## src/rtl/alu_pkg.sv

```systemverilog
// Shared constants for the ALU control path: control codes, ALUOp and funct
// encodings, and the issue-stage occupancy states.
package alu_pkg;

  localparam logic [3:0] CtrlAnd = 4'b0000;
  localparam logic [3:0] CtrlOr  = 4'b0001;
  localparam logic [3:0] CtrlAdd = 4'b0010;
  localparam logic [3:0] CtrlSub = 4'b0110;
  localparam logic [3:0] CtrlSlt = 4'b0111;
  localparam logic [3:0] CtrlNor = 4'b1100;
  localparam logic [3:0] CtrlMul = 4'b1111;

  localparam logic [2:0] AluOpAdd   = 3'b000;
  localparam logic [2:0] AluOpSub   = 3'b001;
  localparam logic [2:0] AluOpRType = 3'b010;
  localparam logic [2:0] AluOpSlt   = 3'b011;
  localparam logic [2:0] AluOpOr    = 3'b100;
  localparam logic [2:0] AluOpAnd   = 3'b101;

  localparam logic [5:0] FunctAdd = 6'h20;
  localparam logic [5:0] FunctSub = 6'h22;
  localparam logic [5:0] FunctAnd = 6'h24;
  localparam logic [5:0] FunctOr  = 6'h25;
  localparam logic [5:0] FunctSlt = 6'h2A;
  localparam logic [5:0] FunctNor = 6'h27;
  localparam logic [5:0] FunctMul = 6'h18;

  typedef enum logic [1:0] {
    StEmpty,
    StOne,
    StTwo
  } issue_state_e;

endpackage

```

## src/rtl/alu_ctrl_dec.sv

```systemverilog
// Combinational ALUOp/funct decode to the 4-bit ALU control code.
// Unsupported encodings yield ctrl 0000 with illegal raised.
module alu_ctrl_dec
  import alu_pkg::*;
(
  input  logic [2:0] alu_op_i,
  input  logic [5:0] funct_i,
  output logic [3:0] ctrl_o,
  output logic       illegal_o
);

  always_comb begin
    ctrl_o    = CtrlAnd;
    illegal_o = 1'b0;
    case (alu_op_i)
      AluOpAdd: ctrl_o = CtrlAdd;
      AluOpSub: ctrl_o = CtrlSub;
      AluOpSlt: ctrl_o = CtrlSlt;
      AluOpOr:  ctrl_o = CtrlOr;
      AluOpAnd: ctrl_o = CtrlAnd;
      AluOpRType: begin
        case (funct_i)
          FunctAdd: ctrl_o = CtrlAdd;
          FunctSub: ctrl_o = CtrlSub;
          FunctAnd: ctrl_o = CtrlAnd;
          FunctOr:  ctrl_o = CtrlOr;
          FunctSlt: ctrl_o = CtrlSlt;
          FunctNor: ctrl_o = CtrlNor;
          FunctMul: ctrl_o = CtrlMul;
          default:  illegal_o = 1'b1;
        endcase
      end
      default: illegal_o = 1'b1;
    endcase
  end

endmodule

```

## src/rtl/alu_issue.sv

```systemverilog
// ID/EX issue stage: decodes ALU control, muxes operand 2 and presents the beat
// through a 2-entry skid buffer whose ready is a flop driven only by state.
module alu_issue
  import alu_pkg::*;
#(
  parameter int unsigned DATA_W = 32
) (
  input  logic              clk_i,
  input  logic              rst_i,
  input  logic              flush_i,
  input  logic              valid_i,
  output logic              ready_o,
  input  logic [2:0]        alu_op_i,
  input  logic [5:0]        funct_i,
  input  logic              alu_src_i,
  input  logic [DATA_W-1:0] rs_data_i,
  input  logic [DATA_W-1:0] rt_data_i,
  input  logic [15:0]       imm_i,
  output logic              valid_o,
  input  logic              ready_i,
  output logic [DATA_W-1:0] src1_o,
  output logic [DATA_W-1:0] src2_o,
  output logic [3:0]        ctrl_o,
  output logic              illegal_o
);

  logic [3:0]        dec_ctrl;
  logic              dec_illegal;
  logic [DATA_W-1:0] src2_mux;

  alu_ctrl_dec u_alu_ctrl_dec (
    .alu_op_i  (alu_op_i),
    .funct_i   (funct_i),
    .ctrl_o    (dec_ctrl),
    .illegal_o (dec_illegal)
  );

  assign src2_mux = alu_src_i ? DATA_W'($signed(imm_i)) : rt_data_i;

  issue_state_e      state_q;
  logic              valid_q, ready_q;
  logic [DATA_W-1:0] src1_q, src2_q, skid_src1_q, skid_src2_q;
  logic [3:0]        ctrl_q, skid_ctrl_q;
  logic              illegal_q, skid_illegal_q;

  logic accept, take;
  assign accept = valid_i & ready_q;
  assign take   = valid_q & ready_i;

  always_ff @(posedge clk_i or posedge rst_i) begin
    if (rst_i) begin
      state_q        <= StEmpty;
      valid_q        <= 1'b0;
      ready_q        <= 1'b1;
      src1_q         <= '0;
      src2_q         <= '0;
      ctrl_q         <= '0;
      illegal_q      <= 1'b0;
      skid_src1_q    <= '0;
      skid_src2_q    <= '0;
      skid_ctrl_q    <= '0;
      skid_illegal_q <= 1'b0;
    end else if (flush_i) begin
      // Only valid bits are dropped; stale data stays until overwritten.
      state_q <= StEmpty;
      valid_q <= 1'b0;
      ready_q <= 1'b1;
    end else begin
      case (state_q)
        StEmpty: begin
          if (accept) begin
            src1_q    <= rs_data_i;
            src2_q    <= src2_mux;
            ctrl_q    <= dec_ctrl;
            illegal_q <= dec_illegal;
            state_q   <= StOne;
            valid_q   <= 1'b1;
          end
        end
        StOne: begin
          if (accept && take) begin
            src1_q    <= rs_data_i;
            src2_q    <= src2_mux;
            ctrl_q    <= dec_ctrl;
            illegal_q <= dec_illegal;
          end else if (accept) begin
            skid_src1_q    <= rs_data_i;
            skid_src2_q    <= src2_mux;
            skid_ctrl_q    <= dec_ctrl;
            skid_illegal_q <= dec_illegal;
            state_q        <= StTwo;
            ready_q        <= 1'b0;
          end else if (take) begin
            state_q <= StEmpty;
            valid_q <= 1'b0;
          end
        end
        StTwo: begin
          // ready_q is low here, so no new beat can arrive alongside the drain.
          if (take) begin
            src1_q    <= skid_src1_q;
            src2_q    <= skid_src2_q;
            ctrl_q    <= skid_ctrl_q;
            illegal_q <= skid_illegal_q;
            state_q   <= StOne;
            ready_q   <= 1'b1;
          end
        end
        default: begin
          state_q <= StEmpty;
          valid_q <= 1'b0;
          ready_q <= 1'b1;
        end
      endcase
    end
  end

  assign ready_o   = ready_q;
  assign valid_o   = valid_q;
  assign src1_o    = src1_q;
  assign src2_o    = src2_q;
  assign ctrl_o    = ctrl_q;
  assign illegal_o = illegal_q;

endmodule

```

## config.mk

```make
export PLATFORM = sky130hd
export DESIGN_NAME = alu_issue
export DESIGN_NICKNAME = d
export VERILOG_FILES = /design/src/rtl/alu_pkg.sv /design/src/rtl/alu_ctrl_dec.sv /design/src/rtl/alu_issue.sv
export SDC_FILE = /design/constraint.sdc
export NUM_CORES = 1
export LEC_CHECK = 0
export CORE_MARGIN = 1.5
export CORE_UTILIZATION = 50
export CTS_CLUSTER_DIAMETER = 40
export DETAILED_ROUTE_END_ITERATION = 10
export DONT_BUFFER_PORTS = 1
export PLACE_DENSITY = 0.65
export SYNTH_ARGS = -nofsm -noshare
export SYNTH_HDL_FRONTEND = slang
export SYNTH_SLANG_ARGS = --single-unit
```

## constraint.sdc

```tcl
create_clock -name clk_i -period 4.1 [get_ports clk_i]
set_input_delay 0.41 -clock clk_i [delete_from_list [all_inputs] [get_ports clk_i]]
set_output_delay 0.41 -clock clk_i [all_outputs]
set_load 0.05 [all_outputs]
```

==> out/qor.yml <==
finish:
  nets: 695
  final_cell_mix: "dfrtp_1, nand2_1, o21ai_0"
  synthToLayoutAreaGrowth_pct: 11.6
  n_fill_cell: 1040
  fin_cells: 781
  layout-drive-gt1-share: 0.129
  layout_commonest_cell: "dfrtp_1"
  antenna_cells: 0
grt:
  antenna_found_initial: 0
  track_usage: 0.206
  grt_max_degree: 67
  grt_pass1_wl_um: 20800
  grt_pass1_vias: 4203
  grt_remaining_overflow: 0
routing:
  drc: 0
  wire_per_inst_um: 16.8
  routed_wl_um: 13100
  drt_iter0_drc: 243
  num_vias: 4320
  first_pass_iters: 4
  antenna_left: 0
  via_per_inst: 5.53
sta:
  hold_viol: 0
  hold_ws_ns: 0.0516
  fmax_mhz: 390
  final.setup_skew_ns: 0.00624
  slew_headroom: 0.299
  finalSetupTns_ns: 0
  worst_slew_pin_slew_ns: 1.05
  rsz0062_at_grt: "no"
  period_share: 0.626
  setup_viol: 0
  period_needed_ns: 2.57
  drv_slew: 0
floorplan:
  ioPinCount: 166
  num_rows: 40
  start_util: 0.520
  die_x_um: 115
  die_area_mm2: 0.0133
  core_area_mm2: 0.0122
  fp.dieH_um: 115
clocking:
  cts_buffers: 17
  path_clk_slew_ns: 0.06
  ctsHoldBuffers: 0
  cts_root_buf: "clkbuf_16"
  cts_resized: 0
  clock_sinks: 142
  cts_setup_buffers: 0
  worst_skew_pair.late_latency_ns: 0.42
  cts_tree: "yes"
  cts.htree.levels: 4
  cts_max_path_buffers: 2
logic_synthesis:
  ys_dominant_reg_cell: "dfrtp_1"
  avgSynthCellArea_um2: 10.3
  yosys_warnings: 0
  netlist_area_mm2: 0.00633
  postSynthCellCount: 617
  synthArstFlopShare: 1.00
  synth_edf_count: 0
  syn_nets: 712
  ys_seq_area_frac: 0.562
  ys_ff_latch: 142
  ys_types: 38
worst_setup_path:
  critPathMaxFanout: 65
  worstPathArrival_ns: 2.87
  cp_data_required_time_ns: 4.40
  cp-endpoint: "skid_src1_q[1]"
  critPathCaptureType: "flop"
  crit_buf_inv: 1
  cp-start-kind: "flop"
  rr_worst_depth: 5
  crit_start: "valid_o"
  path_delay_family: "flip-flops"
  reg2reg_slack_ns: 1.53
  path_depth: 5
  slowest_delay_ns: 0.71
  r2r_start: "valid_o"
  rr_endpoint: "skid_src1_q[1]"
  crit_type: "flop to flop"
  worst_path_max_delay_cell: "dfrtp_1"
  cp_cell_sequence: "and2_1 -> nor2_1 -> nand3_4 -> buf_4 -> mux2_2"
run:
  drv_cap: 0
run_status:
  status: "finished, final reports clean"
placed_design:
  gp_congestion: 0.873
  dp_hpwl_um: 8850
  portBuffers: 0
  dp.cells: 749
min_path:
  hp-class: "input port to flop"
power:
  peakVddDrop_mv: 0.375
  power.density_mw_per_mm2: 841
  p_leak_nw: 3.43
[layout make-up]
class	instances	area, µm²	share of cell area
clock buffer	18	429	0.0608
clock inverter	14	245	0.0347
inverter	4	18.8	0.00266
multi-input combinational	429	2540	0.360
sequential	142	3550	0.503
tap	168	210	0.0298
timing repair buffer	6	57.6	0.00815
[per-layer routing]
| layer | vias to the layer above | track usage | share of wire |
|---|---|---|---|
| met3 | 13 | 0.0962 | 0.096 |
| met5 | - | 0 | 0 |
| li1 | 2093 | - | - |
| met4 | 0 | 0.0667 | 0.012 |
| met1 | 2075 | 0.258 | 0.43 |
| met2 | 139 | 0.318 | 0.47 |
[how the worst min path moves through the flow]
| stage | startpoint | endpoint | slack, ns | depth (start not counted) |
|---|---|---|---|---|
| after global placement | skid_src2_q[9] | skid_src2_q[9] | 0.46 | 2 |
| after floorplan | skid_src2_q[0] | skid_src2_q[0] | 0.44 | 2 |
| after CTS | flush_i | valid_o | 0.03 | 1 |
| after detailed placement | skid_src2_q[9] | skid_src2_q[9] | 0.47 | 2 |
| final | flush_i | valid_o | 0.05 | 1 |
| after global routing | flush_i | valid_o | 0.03 | 1 |
[synthesized netlist by cell type, types with 2 or more instances]
cell       number  area (µm²)
a21oi_1        40         200
a2bb2oi_1       2        17.5
a311oi_1        2        17.5
a31oi_1         3        18.8
and2_1          3        18.8
and3b_1         2        17.5
buf_2          14        70.1
buf_4          10        75.1
buf_6           3        33.8
clkbuf_1       15        56.3
dfrtp_1       141        3530
inv_1           3        11.3
mux2_2         34         383
mux2i_1        49         490
nand2_1       120         450
nand2b_1        2        12.5
nand3_1         5        25.0
nand3b_1        2        15.0
nor2_1         26        97.6
nor2b_1         4        25.0
nor3b_1         3        22.5
o211ai_1        2        15.0
o21ai_0       109         546
o21ai_1         9        45.0
[kinds of logic after synthesis]
kind of cell	count (synthesis)	synth area share
AO/OA/AOI/OAI	176	0.149
buffers and inverters	46	0.0395
flip-flops	142	0.562
multiplexers	84	0.140
AND/OR/NAND/NOR	169	0.110
[power by group]
group / switching [W] / total (W) / internal, W
Combinational: 0.000407 / 0.000785 / 0.000378
Clock: 0.000565 / 0.00176 / 0.00119
Sequential: 0.00139 / 0.00339 / 0.00200
Total: 0.00237 / 0.00594 / 0.00357
[worst reg2reg max path: stages (launching register included)]
cell     delay, ns
dfrtp_1       0.71
and2_1        0.25
nor2_1        0.08
nand3_4       0.33
buf_4         0.64
mux2_2        0.45
[state kept, by name, indices dropped and copies added, names as in the netlist]
register	cells
valid_o	1
state_q	2
src1_o	32
skid_src2_q	32
illegal_o	1
skid_src1_q	32
ctrl_o	4
skid_illegal_q	1
src2_o	32
ready_o	1
skid_ctrl_q	4
[per-stage QoR]
stage               area, µm²  setup WS [ns]   util  power [W]
floorplan                6330           1.91      -    0.00397
global route             7060           1.38  0.581    0.00625
CTS                      7060           1.52  0.581    0.00599
global placement         6390           1.57  0.525    0.00414
finish                   7060           1.53  0.581    0.00594
detailed placement       6390           1.53  0.525    0.00422
No activity file was read; power rests on OpenSTA's default activity.
